===== src/rtl/hps_reset_sequencer_pkg.sv =====
// Shared types and defaults for the HPS reset request scheduler.
// Request-type encoding matches the active_type port values seen by software.
package hps_reset_pkg;

   typedef enum logic [1:0] {
      RT_NONE  = 2'd0,
      RT_COLD  = 2'd1,
      RT_WARM  = 2'd2,
      RT_DEBUG = 2'd3
   } reset_type_t;

   typedef enum logic [1:0] {
      ST_IDLE    = 2'd0,
      ST_ASSERT  = 2'd1,
      ST_HOLDOFF = 2'd2
   } seq_state_t;

   localparam int DEF_COLD_PULSE  = 6;
   localparam int DEF_WARM_PULSE  = 2;
   localparam int DEF_DEBUG_PULSE = 32;
   localparam int DEF_HOLDOFF     = 16;

   localparam logic [7:0] DROP_MAX = 8'hFF;

   function automatic int max4(input int a, input int b, input int c, input int d);
      int m;
      m = a;
      if (b > m) m = b;
      if (c > m) m = c;
      if (d > m) m = d;
      return m;
   endfunction

   // Fixed priority: cold > warm > debug.
   function automatic reset_type_t pick_type(input logic c, input logic w, input logic d);
      if (c) return RT_COLD;
      if (w) return RT_WARM;
      if (d) return RT_DEBUG;
      return RT_NONE;
   endfunction

endpackage


===== src/rtl/hps_reset_sequencer_if.sv =====
// Request/response bundle between fabric reset-request logic and the sequencer.
// master = request source side, slave = sequencer side.
interface hps_reset_sequencer_if;
   import hps_reset_pkg::*;

   logic        req_cold;
   logic        req_warm;
   logic        req_debug;
   logic        hps_cold_reset;
   logic        hps_warm_reset;
   logic        hps_debug_reset;
   logic        busy;
   reset_type_t active_type;
   logic [7:0]  drop_count;

   modport master (
      output req_cold, req_warm, req_debug,
      input  hps_cold_reset, hps_warm_reset, hps_debug_reset,
      input  busy, active_type, drop_count
   );

   modport slave (
      input  req_cold, req_warm, req_debug,
      output hps_cold_reset, hps_warm_reset, hps_debug_reset,
      output busy, active_type, drop_count
   );

endinterface


===== src/rtl/hps_reset_sequencer_req_edge.sv =====
// One request line: rising-edge detector plus its pending latch.
// prev resets high so a line held high through reset never reads as a new request.
module hps_req_edge (
   input  logic fpga_clk_50,
   input  logic fpga_reset,
   input  logic req,
   input  logic set,
   input  logic clr,
   output logic rise,
   output logic pend
);

   logic prev;

   assign rise = req & ~prev;

   always_ff @(posedge fpga_clk_50) begin
      if (fpga_reset) begin
         prev <= 1'b1;
         pend <= 1'b0;
      end else begin
         prev <= req;
         if (clr)
            pend <= 1'b0;
         else if (set)
            pend <= 1'b1;
      end
   end

endmodule


===== src/rtl/hps_reset_sequencer.sv =====
// Schedules cold/warm/debug HPS reset requests one at a time with fixed
// priority, per-type pulse width and a guard interval after every pulse.
//
//   state      | meaning
//   -----------+--------------------------------------------------------------
//   ST_IDLE    | nothing in flight, all outputs low, waiting for a request
//   ST_ASSERT  | one reset output high (type_q), counting down the pulse width
//   ST_HOLDOFF | all outputs low, counting down the guard before the next grant
module hps_reset_sequencer
   import hps_reset_pkg::*;
#(
   parameter int COLD_PULSE  = DEF_COLD_PULSE,
   parameter int WARM_PULSE  = DEF_WARM_PULSE,
   parameter int DEBUG_PULSE = DEF_DEBUG_PULSE,
   parameter int HOLDOFF     = DEF_HOLDOFF
) (
   input  logic                  fpga_clk_50,
   input  logic                  fpga_reset,
   hps_reset_sequencer_if.slave  bus
);

   localparam int CW = $clog2(max4(COLD_PULSE, WARM_PULSE, DEBUG_PULSE, HOLDOFF)) + 1;

   localparam logic [CW-1:0] COLD_LOAD  = CW'(COLD_PULSE - 1);
   localparam logic [CW-1:0] WARM_LOAD  = CW'(WARM_PULSE - 1);
   localparam logic [CW-1:0] DEBUG_LOAD = CW'(DEBUG_PULSE - 1);
   localparam logic [CW-1:0] HOLD_LOAD  = CW'(HOLDOFF - 1);

   seq_state_t    state_q, state_d;
   reset_type_t   type_q, type_d;
   reset_type_t   grant;
   logic [CW-1:0] cnt_q, cnt_d;
   logic [7:0]    drop_q, drop_d;
   logic [8:0]    drop_sum;
   logic [1:0]    drop_n;

   logic rise_c, rise_w, rise_d;
   logic pend_c, pend_w, pend_d;
   logic want_c, want_w, want_d;
   logic set_c, set_w, set_d;
   logic clr_c, clr_w, clr_d;
   logic same_c, same_w, same_d;
   logic cold_grant, in_assert;

   hps_req_edge u_edge_cold (
      .fpga_clk_50 (fpga_clk_50),
      .fpga_reset  (fpga_reset),
      .req         (bus.req_cold),
      .set         (set_c),
      .clr         (clr_c),
      .rise        (rise_c),
      .pend        (pend_c)
   );

   hps_req_edge u_edge_warm (
      .fpga_clk_50 (fpga_clk_50),
      .fpga_reset  (fpga_reset),
      .req         (bus.req_warm),
      .set         (set_w),
      .clr         (clr_w),
      .rise        (rise_w),
      .pend        (pend_w)
   );

   hps_req_edge u_edge_debug (
      .fpga_clk_50 (fpga_clk_50),
      .fpga_reset  (fpga_reset),
      .req         (bus.req_debug),
      .set         (set_d),
      .clr         (clr_d),
      .rise        (rise_d),
      .pend        (pend_d)
   );

   // A request is eligible this cycle whether it just arrived or was latched earlier.
   assign want_c = rise_c | pend_c;
   assign want_w = rise_w | pend_w;
   assign want_d = rise_d | pend_d;

   always_comb begin
      state_d = state_q;
      type_d  = type_q;
      cnt_d   = cnt_q;
      grant   = RT_NONE;
      case (state_q)
         ST_IDLE: begin
            grant = pick_type(want_c, want_w, want_d);
         end
         ST_ASSERT: begin
            cnt_d = cnt_q - CW'(1);
            if (rise_c && type_q != RT_COLD) begin
               grant = RT_COLD;
            end else if (cnt_q == '0) begin
               state_d = ST_HOLDOFF;
               cnt_d   = HOLD_LOAD;
            end
         end
         ST_HOLDOFF: begin
            cnt_d = cnt_q - CW'(1);
            if (rise_c && type_q != RT_COLD) begin
               grant = RT_COLD;
            end else if (cnt_q == '0) begin
               grant = pick_type(want_c, want_w, want_d);
               if (grant == RT_NONE) begin
                  state_d = ST_IDLE;
                  type_d  = RT_NONE;
               end
            end
         end
         default: begin
            state_d = ST_IDLE;
            type_d  = RT_NONE;
         end
      endcase

      if (grant != RT_NONE) begin
         state_d = ST_ASSERT;
         type_d  = grant;
         case (grant)
            RT_COLD: cnt_d = COLD_LOAD;
            RT_WARM: cnt_d = WARM_LOAD;
            default: cnt_d = DEBUG_LOAD;
         endcase
      end
   end

   // A cold grant discards whatever warm/debug work is waiting or arriving.
   assign cold_grant = (grant == RT_COLD);
   assign in_assert  = (state_q == ST_ASSERT) && !cold_grant;

   assign same_c = in_assert && (type_q == RT_COLD)  && rise_c;
   assign same_w = in_assert && (type_q == RT_WARM)  && rise_w;
   assign same_d = in_assert && (type_q == RT_DEBUG) && rise_d;

   assign clr_c = cold_grant;
   assign clr_w = (grant == RT_WARM)  || cold_grant;
   assign clr_d = (grant == RT_DEBUG) || cold_grant;

   assign set_c = rise_c & ~clr_c & ~same_c;
   assign set_w = rise_w & ~clr_w & ~same_w;
   assign set_d = rise_d & ~clr_d & ~same_d;

   assign drop_n = 2'(cold_grant & want_w) + 2'(cold_grant & want_d)
                 + 2'(same_c | same_w | same_d);

   assign drop_sum = {1'b0, drop_q} + 9'(drop_n);
   assign drop_d   = drop_sum[8] ? DROP_MAX : drop_sum[7:0];

   always_ff @(posedge fpga_clk_50) begin
      if (fpga_reset) begin
         state_q <= ST_IDLE;
         type_q  <= RT_NONE;
         cnt_q   <= '0;
         drop_q  <= '0;
      end else begin
         state_q <= state_d;
         type_q  <= type_d;
         cnt_q   <= cnt_d;
         drop_q  <= drop_d;
      end
   end

   // Outputs are registered from the next state so the HPS reset pins never glitch.
   always_ff @(posedge fpga_clk_50) begin
      if (fpga_reset) begin
         bus.hps_cold_reset  <= 1'b0;
         bus.hps_warm_reset  <= 1'b0;
         bus.hps_debug_reset <= 1'b0;
         bus.busy            <= 1'b0;
         bus.active_type     <= RT_NONE;
      end else begin
         bus.hps_cold_reset  <= (state_d == ST_ASSERT) && (type_d == RT_COLD);
         bus.hps_warm_reset  <= (state_d == ST_ASSERT) && (type_d == RT_WARM);
         bus.hps_debug_reset <= (state_d == ST_ASSERT) && (type_d == RT_DEBUG);
         bus.busy            <= (state_d != ST_IDLE);
         bus.active_type     <= (state_d == ST_ASSERT) ? type_d : RT_NONE;
      end
   end

   assign bus.drop_count = drop_q;

endmodule


===== src/flat_wrapper.sv =====
// flat-port wrapper written by rule: the top's interface ports become plain ports
module hps_reset_sequencer_flat import hps_reset_pkg::*;
#(
   parameter int COLD_PULSE  = DEF_COLD_PULSE,
   parameter int WARM_PULSE  = DEF_WARM_PULSE,
   parameter int DEBUG_PULSE = DEF_DEBUG_PULSE,
   parameter int HOLDOFF     = DEF_HOLDOFF
)
  (fpga_clk_50, fpga_reset, bus_req_cold, bus_req_warm, bus_req_debug, bus_hps_cold_reset, bus_hps_warm_reset, bus_hps_debug_reset, bus_busy, bus_active_type, bus_drop_count);
  hps_reset_sequencer_if bus_i ();
  input  logic fpga_clk_50;
  input  logic fpga_reset;
  input wire logic [$bits(bus_i.req_cold)-1:0] bus_req_cold;
  input wire logic [$bits(bus_i.req_warm)-1:0] bus_req_warm;
  input wire logic [$bits(bus_i.req_debug)-1:0] bus_req_debug;
  output wire logic [$bits(bus_i.hps_cold_reset)-1:0] bus_hps_cold_reset;
  output wire logic [$bits(bus_i.hps_warm_reset)-1:0] bus_hps_warm_reset;
  output wire logic [$bits(bus_i.hps_debug_reset)-1:0] bus_hps_debug_reset;
  output wire logic [$bits(bus_i.busy)-1:0] bus_busy;
  output wire logic [$bits(bus_i.active_type)-1:0] bus_active_type;
  output wire logic [$bits(bus_i.drop_count)-1:0] bus_drop_count;
  assign bus_i.req_cold = bus_req_cold;
  assign bus_i.req_warm = bus_req_warm;
  assign bus_i.req_debug = bus_req_debug;
  assign bus_hps_cold_reset = bus_i.hps_cold_reset;
  assign bus_hps_warm_reset = bus_i.hps_warm_reset;
  assign bus_hps_debug_reset = bus_i.hps_debug_reset;
  assign bus_busy = bus_i.busy;
  assign bus_active_type = bus_i.active_type;
  assign bus_drop_count = bus_i.drop_count;
  hps_reset_sequencer #(.COLD_PULSE(COLD_PULSE), .WARM_PULSE(WARM_PULSE), .DEBUG_PULSE(DEBUG_PULSE), .HOLDOFF(HOLDOFF)) u_core (.fpga_clk_50(fpga_clk_50), .fpga_reset(fpga_reset), .bus(bus_i));
endmodule

===== config.mk =====
export PLATFORM = sky130hd
export DESIGN_NAME = hps_reset_sequencer_flat
export DESIGN_NICKNAME = d
export VERILOG_FILES = /design/src/rtl/hps_reset_sequencer_pkg.sv /design/src/rtl/hps_reset_sequencer_if.sv /design/src/rtl/hps_reset_sequencer_req_edge.sv /design/src/rtl/hps_reset_sequencer.sv /design/src/flat_wrapper.sv
export SDC_FILE = /design/constraint.sdc
export NUM_CORES = 1
export LEC_CHECK = 0
export ABC_AREA = 1
export BUFFER_PORTS_ARGS = -buffer_cell sky130_fd_sc_hd__clkbuf_2
export CORE_ASPECT_RATIO = 1.75
export CORE_MARGIN = 3
export CORE_UTILIZATION = 61
export DETAILED_ROUTE_END_ITERATION = 10
export PLACE_DENSITY = 0.93
export SLEW_MARGIN = 40
export SYNTH_ARGS = -nofsm -noshare
export SYNTH_HDL_FRONTEND = slang
export SYNTH_HIERARCHICAL = 1
export SYNTH_SLANG_ARGS = --single-unit
export TNS_END_PERCENT = 1

===== constraint.sdc =====
create_clock -name fpga_clk_50 -period 9.41 [get_ports fpga_clk_50]
set_clock_uncertainty 0.1 [all_clocks]
set_input_delay 1.882 -clock fpga_clk_50 [delete_from_list [all_inputs] [get_ports fpga_clk_50]]
set_output_delay 1.882 -clock fpga_clk_50 [all_outputs]
set_load 0.05 [all_outputs]

=== Word-level counts from Yosys, hierarchy flattened ===
Index checks and enable logic that the tools add are counted.
W data, S select, Z words.

* Reductions and logical operators: 25
* Bitwise operators: 26
* Eq/ne operators: 13
* Mux-type cells: 55
* Add/subtract/negate cells: 4

{| class="wikitable"
|+ Operators by type and width
! operator !! number
|-
| $mux W2 || 24
|-
| $mux W1 || 22
|-
| $mux W6 || 3
|-
| $eq A2 B2 Y1 const B || 7
|-
| $pmux W2 S3 || 2
|-
| $pmux W6 S2 || 1
|-
| $and A1 B1 Y1 || 11
|-
| $logic_and A1 B1 Y1 || 11
|-
| $eq A2 B1 Y1 const B || 5
|-
| $not A1 Y1 || 10
|-
| $pmux W5 S2 || 1
|-
| $reduce_or A2 Y1 || 5
|-
| $add A8 B2 Y9 || 1
|-
| $mux W8 || 1
|-
| $logic_not A6 Y1 || 1
|-
| $sub A6 B1 Y6 const B || 1
|-
| $add A2 B2 Y2 || 2
|-
| $logic_not A2 Y1 || 2
|-
| $or A1 B1 Y1 || 4
|-
| $pmux W2 S2 || 1
|-
| $reduce_bool A2 Y1 || 2
|-
| $reduce_bool A3 Y1 || 1
|-
| $logic_or A1 B1 Y1 || 2
|-
| $ne A2 B1 Y1 const B || 1
|-
| other kinds (2) || 2
|}

* Output and inout bits: 14
* Register bits: 30
* Logic and storage cells: 138
* Input bits: 5

=== Longest topological paths before layout ===
Gate-level depths: netlist of run 1.

* Depth in word-level cells: 35
* Mapped depth: 22

=== By module ===
The synthesis of run 1 kept the hierarchy.

{| class="wikitable"
|+ Modules (own cells, without submodules)
! module !! times used !! cells an instance !! area each (um2)
|-
| hps_reset_sequencer || 1 || 189 || 1437.6
|-
| hps_req_edge || 3 || 10 || 70.1
|}

=== Least setup slack after synthesis of run 1 ===
No wires, ideal clock.

* Kind: input to register
* Start: input bus_req_debug
* End: register u_core.drop_q[5], in the netlist u_core/bus.drop_count[5]
* Arrival time: 4.730 ns
* Library setup time: 0.113 ns
* Required time: 9.197 ns
* Cell stages on the path: 20
* Setup slack: 4.467 ns
* Buffers on the path: 0
* Cell sequence: inv_1 -> nor2_1 -> nor2_4 -> a31oi_4 -> nand3_4 -> ha_1 -> inv_1 -> nand2_1 -> nor4_1 -> nor3_1 -> fa_1 -> inv_1 -> ha_1 -> fa_1 -> nand3_2 -> nor3b_2 -> nand2_1 -> nor2_4 -> o21ai_1 -> inv_1

* Longest elaborated chain between the ends: 27
* Elaborated cells on any way between the ends: 41
* Classes of those cells: add/sub: 3; eq/ne: 1; mux: 23; bitwise: 6; reduce/logical: 8

{| class="wikitable"
|+ RTL lines
! element !! line !! source
|-
| start, declared || flat_wrapper.sv:15 || <nowiki>input wire logic [$bits(bus_i.req_debug)-1:0] bus_req_debug;</nowiki>
|-
| $and A1 B1 Y1 * || hps_reset_sequencer_req_edge.sv:15 || <nowiki>assign rise = req & ~prev;</nowiki>
|-
| via u_core.rise_d || hps_reset_sequencer.sv:37 || <nowiki>logic rise_c, rise_w, rise_d;</nowiki>
|-
| $or A1 B1 Y1 * || hps_reset_sequencer.sv:78 || <nowiki>assign want_d = rise_d | pend_d;</nowiki>
|-
| $mux W1 (2 in series) || hps_reset_sequencer_pkg.sv:38 || <nowiki>if (d) return RT_DEBUG;</nowiki>
|-
| $mux W1 || hps_reset_sequencer_pkg.sv:37 || <nowiki>if (w) return RT_WARM;</nowiki>
|-
| $mux W1 || hps_reset_sequencer.sv:102 || <nowiki>end else if (cnt_q == '0) begin</nowiki>
|-
| $mux W1 || hps_reset_sequencer.sv:100 || <nowiki>if (rise_c && type_q != RT_COLD) begin</nowiki>
|-
| $mux W1 || hps_reset_sequencer.sv:85 || <nowiki>case (state_q)</nowiki>
|-
| [... 10 more ...] || -- ||
|-
| via u_core.clr_c || hps_reset_sequencer.sv:41 || <nowiki>logic clr_c, clr_w, clr_d;</nowiki>
|-
| $logic_not A1 Y1 || hps_reset_sequencer.sv:129 || <nowiki>assign in_assert = (state_q == ST_ASSERT) && !cold_grant;</nowiki>
|-
| $logic_and A1 B1 Y1 || hps_reset_sequencer.sv:129 ||
|-
| $logic_and A1 B1 Y1 (on tied branches) (2 in series) || hps_reset_sequencer.sv:131, hps_reset_sequencer.sv:132 ||
|-
| $or A1 B1 Y1 || hps_reset_sequencer.sv:144 || <nowiki>+ 2'(same_c | same_w | same_d);</nowiki>
|-
| $or A2 B1 Y2 || hps_reset_sequencer.sv:144 ||
|-
| $add A2 B2 Y2 * || hps_reset_sequencer.sv:144 ||
|-
| $add A8 B2 Y9 * || hps_reset_sequencer.sv:146 || <nowiki>assign drop_sum = {1'b0, drop_q} + 9'(drop_n);</nowiki>
|-
| $mux W8 * || hps_reset_sequencer.sv:147 || <nowiki>assign drop_d = drop_sum[8] ? DROP_MAX : drop_sum[7:0];</nowiki>
|-
| end signal, assigned || hps_reset_sequencer.sv:159 || <nowiki>drop_q <= drop_d;</nowiki>
|-
| end, declared || hps_reset_sequencer.sv:33 || <nowiki>logic [7:0] drop_q, drop_d;</nowiki>
|}

Mark *: on every way through the listed nets, which the timed path passes. The rest lies on a longest branch. The select of a mux whose other input is x is not followed.
A chain may end at the register's enable or synchronous reset.

=== Worst setup path in the final report of run 1 ===
* Start: input bus_req_debug
* End: register u_core.drop_q[2], in the netlist u_core/bus.drop_count[2]

The elaborated chain is that of the path after synthesis.

==> results of run 1 <==
## how the worst max path moves through the flow
stage                     cells past startpoint                  endpoint     startpoint
final                                        22  u_core/bus.drop_count[2]  bus_req_debug
after global routing                         22  u_core/bus.drop_count[2]  bus_req_debug
after CTS                                    22  u_core/bus.drop_count[2]  bus_req_debug
after detailed placement                     22  u_core/bus.drop_count[2]  bus_req_debug
after global placement                       22  u_core/bus.drop_count[2]  bus_req_debug
after floorplan                              20  u_core/bus.drop_count[5]  bus_req_debug
## routing by layer
metal / track usage (%) / vias to the layer above / share of wire [%]
li1: - / 734 / -
met3: 6.220 / 22 / 4.6
met5: 0 / - / 0
met4: 17.26 / 0 / 5.3
met2: 43.38 / 56 / 54
met1: 27.10 / 677 / 36
## layout by cell type, fill, tap and decap left out, types with 2 or more instances in the layout
cell type	count
nand2_2	6
nor3_1	5
inv_1	28
a31oi_1	2
dfxtp_1	30
nand3_1	10
clkbuf_8	6
clkbuf_2	18
nand2_4	3
o21ai_1	3
inv_2	10
nor2_4	3
a21oi_1	12
xor2_1	4
ha_1	7
nand2_1	32
fa_1	2
nor2_1	27
nor2_2	9
clkinv_2	2
xnor2_1	3
o21ai_0	10
## layout make-up
cell class	count	area (µm²)
inverters	40	152.6
flip-flops and latches	30	600.6
well taps	26	32.53
fillers	201	646.9
repair buffers	18	90.09
multi-input cells	147	887.1
clock buffers	6	82.58
clock inverters	1	30.03
## per-stage QoR
stage	utilization (%)	hold WS, ns	power (mW)	std cells	worst slack, ns
finish	74.36	0.3779	0.4801	268	4.293
global route	74.36	0.4218	0.5086	268	3.889
floorplan	-	0.3394	0.3070	219	4.467
global placement	69.89	0.3577	0.3427	261	4.178
CTS	74.36	0.3774	0.4799	268	4.306
detailed placement	69.89	0.3691	0.3475	261	4.026
## flip-flops by register name, indices dropped and copies added, names as in the netlist
signal and flops:
u_core/u_edge_debug/prev 1, u_core/bus.active_type 2, u_core/u_edge_cold/prev 1, u_core/bus.hps_warm_reset 1, u_core/u_edge_warm/pend 1, u_core/type_q 2, u_core/bus.busy 1, u_core/u_edge_warm/prev 1
u_core/state_q 2, u_core/u_edge_debug/pend 1, u_core/u_edge_cold/pend 1, u_core/bus.hps_debug_reset 1, u_core/cnt_q 6, u_core/bus.drop_count 8, u_core/bus.hps_cold_reset 1
## kinds of logic after synthesis
kind of cell / after synthesis
flip-flops: 30
buffers and inverters: 42
XOR/XNOR: 7
AND/OR/NAND/NOR: 100
AO/OA/AOI/OAI: 31
adder cells (fa/ha/maj): 9
## worst max-delay path: cells and delay by family
| family | cells | cell delay [ns] |
|---|---|---|
| AOI/OAI and AO/OA | 3 | 0.44 |
| and+or+nand+nor | 10 | 1.50 |
| adders and majority gates | 4 | 1.08 |
| buffers and inverters | 5 | 0.32 |
## where the power goes
part | leakage [nW] | switching, mW | internal (mW)
sequential | 0.245 | 0.0183 | 0.146
combinational | 0.581 | 0.124 | 0.0605
clock | 0.0573 | 0.0468 | 0.0846
total | 0.883 | 0.189 | 0.291
==> out/results.ini, run 1 <==
[status]
outcome = complete, no violations

[drt]
drc = 0
via_count = 1489
ant_nets = 0
avgRoutedWirePerCell_um = 13.64
via_per_inst = 5.556
drt-initial-drc-count = 61
dr.pass1.iters = 6
wirelength_um = 3655

[finish]
design_area_um2 = 1876
drive_gt1_share_pct = 26.45
diodes = 0
area_delta_synth_final_pct = 13.82
nets = 256

[worst_setup_path]
r2r_cells = 21
path_cells = clkbuf_2 -> inv_1 -> nor2_1 -> nor2_4 -> o21ai_0 -> nand3_1 -> o21ai_2 -> ha_1 -> inv_1 -> nand2_1 -> nor2_1 -> nor3_1 -> fa_1 -> inv_1 -> ha_1 -> fa_1 -> nand3_2 -> nor3b_2 -> nand2_1 -> nor2_4 -> inv_2 -> a21oi_1
cpPeakStageDelay_ns = 0.44
r2r-start = u_core/cnt_q[0]
path_class = in -> reg
crit_top_cell = inv_1
reg2reg_to = u_core/bus.drop_count[2]
cp-start-kind = primary input
worstPathRequired_ns = 9.52
crit_arrival_ns = 5.22
worst-path-max-fanout = 5
rrSetupSlack_ns = 5.65
end_kind = flop
crit_slowest_cell = fa_1

[yosys]
synth_top_area_cell = dfxtp_1
synth_area_um2 = 1648
synthArstFlopShare_pct = 0
synth_nets = 233
synth_cells = 219
synth.area.mux_share_pct = 0
ys_ff_latch = 30
synth-adder-area-share_pct = 7.745
ys_warn_count = 6
synth.most_common_cell = nand2_1
synthTopCellsByCount = nand2_1 (32), dfxtp_1 (30), inv_1 (28)
synth.top_cell.area_share_pct = 36.45
synth_ff_type = dfxtp_1
synthTopCellsByArea = dfxtp_1 (36%), nand2_1 (7.3%), inv_1 (6.4%), nor2_1 (6.2%), ha_1 (5.3%)
avgSynthCellArea_um2 = 7.524
synth-xor-area-share_pct = 3.721
synth_top_family_by_area = simple AND/OR/NAND/NOR gates
synth-edff-count = 0
ys_seq_area_share_pct = 36.45
synth-compound-area-share_pct = 11.31
synth-simple-area-share_pct = 31.06
synth_cell_types = 30

[cts]
cts_buffers = 5
cts_max_level = 2
clock_latency_ns = 0.28
cts_tree = built
path_clk_slew_ns = 0.06
postCtsHoldBufs = 0
post_cts_buffers = 0
cts_resized = 0
clock_path_buffers = 2
root_buffer = clkbuf_8
numClockSinks = 30

[timing]
rsz0062_at_grt = no
fmax_mhz = 195.4
period_needed_ns = 5.117
finalCritPeriodShare_pct = 54.38
tightest_slew_ns = 0.3883
fin_setup_tns_ns = 0
finalHoldViolations = 0
slew_headroom_pct = 74.11
finalSetupViolCount = 0
drv_slew = 0

[placed_design]
portBuffers = 18
place_area_um2 = 1763
hpwl_um = 2838
place_congestion = 0.9430

[grt]
grt_max_degree = 16
grt_pass1_wl_um = 6237
grt_pass1_vias = 1497
antenna_found_initial = 0
grt_overflow = 0
track_usage_pct = 25.63

[hold_path]
worstHoldStart = u_core/cnt_q[0]
hold-path-cell-count = 1
hp-class = reg -> reg
whs_endpoint = u_core/cnt_q[0]

[floorplan]
fp.dieH_um = 74.76
die_w_um = 45.29
coreArea_um2 = 2522
rows = 24
die_area_um2 = 3386
io_pins = 19
start_util_pct = 65.33

[power]
ir_drop_mv = 0.1699
leakagePower_nw = 0.8833
powerDensity_nw_per_um2 = 256.0

[job]
cap_violations = 0

Power figures use the tool's default switching activity.
==> inputs of run 2 (changes only) <==
Settings changed: CORE_UTILIZATION 61 to 52, PLACE_DENSITY 0.93 to 0.85.
Clock period 9.41 ns to 4.2 ns, I/O delays scaled along.
==> run 2 against run 1 <==
Wire length rose by 4.8%. Non-clock buffer count rose by 7. Critical path depth is the same. Combinational power is 130% higher. Via count shrank 1.2%. Flip-flop and latch count stayed put. Register-to-register slack got worse by 5.3 ns. Critical endpoint unchanged.
==> out/results.ini, run 2 (synthesized netlist as in run 1, its figures left out) <==
[finish]
nets = 263
register_area_um2 = 600.6
mostFrequentLayoutCell = nand2_1
area_delta_synth_final_pct = 21.03
layout_common_cells = nand2_1 (32), dfxtp_1 (30), inv_1 (28), nor2_1 (25), clkbuf_2 (18)
final_cells = 292
diodes = 0
largest_reg_flops = 8
design_area_um2 = 1994
multi_input_comb_area_um2 = 938.4
drive_gt1_share_pct = 31.20
fill_cells = 261
fin_util_pct = 66.64

[placed_design]
dp_cells = 280
portBuffers = 18
hpwl_um = 2720
place_area_um2 = 1805
place_congestion = 0.9499
pre_cts_slack_ns = -0.06796

[worst_setup_path]
r2r-start = u_core/cnt_q[0]
cpPeakStageDelay_ns = 0.45
crit_top_cell = inv_1
path_class = in -> reg
end_kind = flop
worstPathRequired_ns = 4.30
critPathLaunch = bus_req_warm
crit_slowest_cell = fa_1
worst-path-max-fanout = 5
crit_arrival_ns = 4.20
path_cells = clkbuf_2 -> inv_1 -> nor2_1 -> inv_2 -> buf_12 -> a31oi_4 -> nand3_4 -> ha_1 -> inv_1 -> nand2_1 -> nor3_2 -> nor3_2 -> fa_1 -> inv_1 -> ha_1 -> fa_2 -> nand3_2 -> nor3b_4 -> nand2_1 -> nor2_4 -> inv_2 -> a21oi_1
crit_buf_inv = 7
cp-start-kind = primary input
critical-path-top-delay-family = simple AND/OR/NAND/NOR gates

[drt]
dr.pass1.iters = 4
drc = 0
via_count = 1471
via_per_inst = 5.038
avgRoutedWirePerCell_um = 13.11
drt-initial-drc-count = 47
wirelength_um = 3829
ant_nets = 0

[cts]
cts_max_level = 2
postCtsHoldBufs = 0
cts_buffers = 5
numClockSinks = 30
root_buffer = clkbuf_8
path_clk_slew_ns = 0.07
cts_tree = built
clock_latency_ns = 0.28
clock_path_buffers = 2

[timing]
fmax_mhz = 243.9
slew_headroom_pct = 74.87
finalHoldViolations = 0
finalSetupViolCount = 0
finalCritPeriodShare_pct = 97.61
drv_slew = 0
setup_ws_ns = 0.1005
fin_hold_ws_ns = 0.3784
fin_setup_tns_ns = 0
tightest_slew_ns = 0.3731
period_needed_ns = 4.099

[power]
switchingPower_uw = 430.8
p_seq_share_pct = 35.6
combPwrFrac_pct = 41.2
p_int_uw = 602.2
clkPwrFrac_pct = 23.2
power_mw = 1.033
powerDensity_nw_per_um2 = 517.9
ir_drop_mv = 0.3965
leakagePower_nw = 0.9362
sw_frac_of_total_pct = 41.70

[floorplan]
io_pins = 19
coreArea_um2 = 2993
start_util_pct = 55.06
die_w_um = 48.56
die_area_um2 = 3907
fp.dieH_um = 80.47
rows = 26

[grt]
grt_overflow = 0
grt_pass1_wl_um = 5892
track_usage_pct = 19.70
antenna_found_initial = 0
grt_max_degree = 16
grt_pass1_vias = 1427

[hold_path]
worstHoldStart = u_core/cnt_q[0]
hp-class = reg -> reg

[job]
cap_violations = 0

[status]
outcome = complete, no violations

[run 2: final cells by class]
cell class | instances | area share, %
Tap cell | 42 | 2.635
Clock inverter | 2 | 0.6274
Multi-Input combinational cell | 147 | 47.05
Clock buffer | 6 | 4.141
Inverter | 40 | 7.654
Sequential cell | 30 | 30.11
Timing Repair Buffer | 25 | 7.779
[run 2: path summary, 6_finish.rpt]
check	end	slack, ns	depth (start not counted)
setup / recovery	u_core/bus.drop_count[2]	0.10	22
hold / removal	u_core/cnt_q[0]	0.38	1
setup reg to reg	u_core/bus.drop_count[2]	0.32	22
hold reg to reg	u_core/cnt_q[0]	0.38	1
[run 2: per-layer routing]
metal  vias to the layer above  wire length [µm]  track usage, %
li1                        737                 -               -
met1                       669              1391           18.19
met2                        43              2137           38.95
met3                        22               147           3.525
met4                         0               153           12.25
met5                         -                 0               0
[run 2: what timing repair did]
item	CTS	global route
gates resized for setup	0	11
endpoints found under the setup margin	0	6
buffers inserted	0	4
[run 2: power groups by stage]
| stage | Sequential, mW | Clock, mW | Combinational, mW |
|---|---|---|---|
| floorplan | 0.394 | 0 | 0.294 |
| global placement | 0.371 | 0 | 0.402 |
| detailed placement | 0.372 | 0 | 0.410 |
| CTS | 0.366 | 0.245 | 0.414 |
| global route | 0.373 | 0.257 | 0.466 |
| finish | 0.368 | 0.240 | 0.425 |
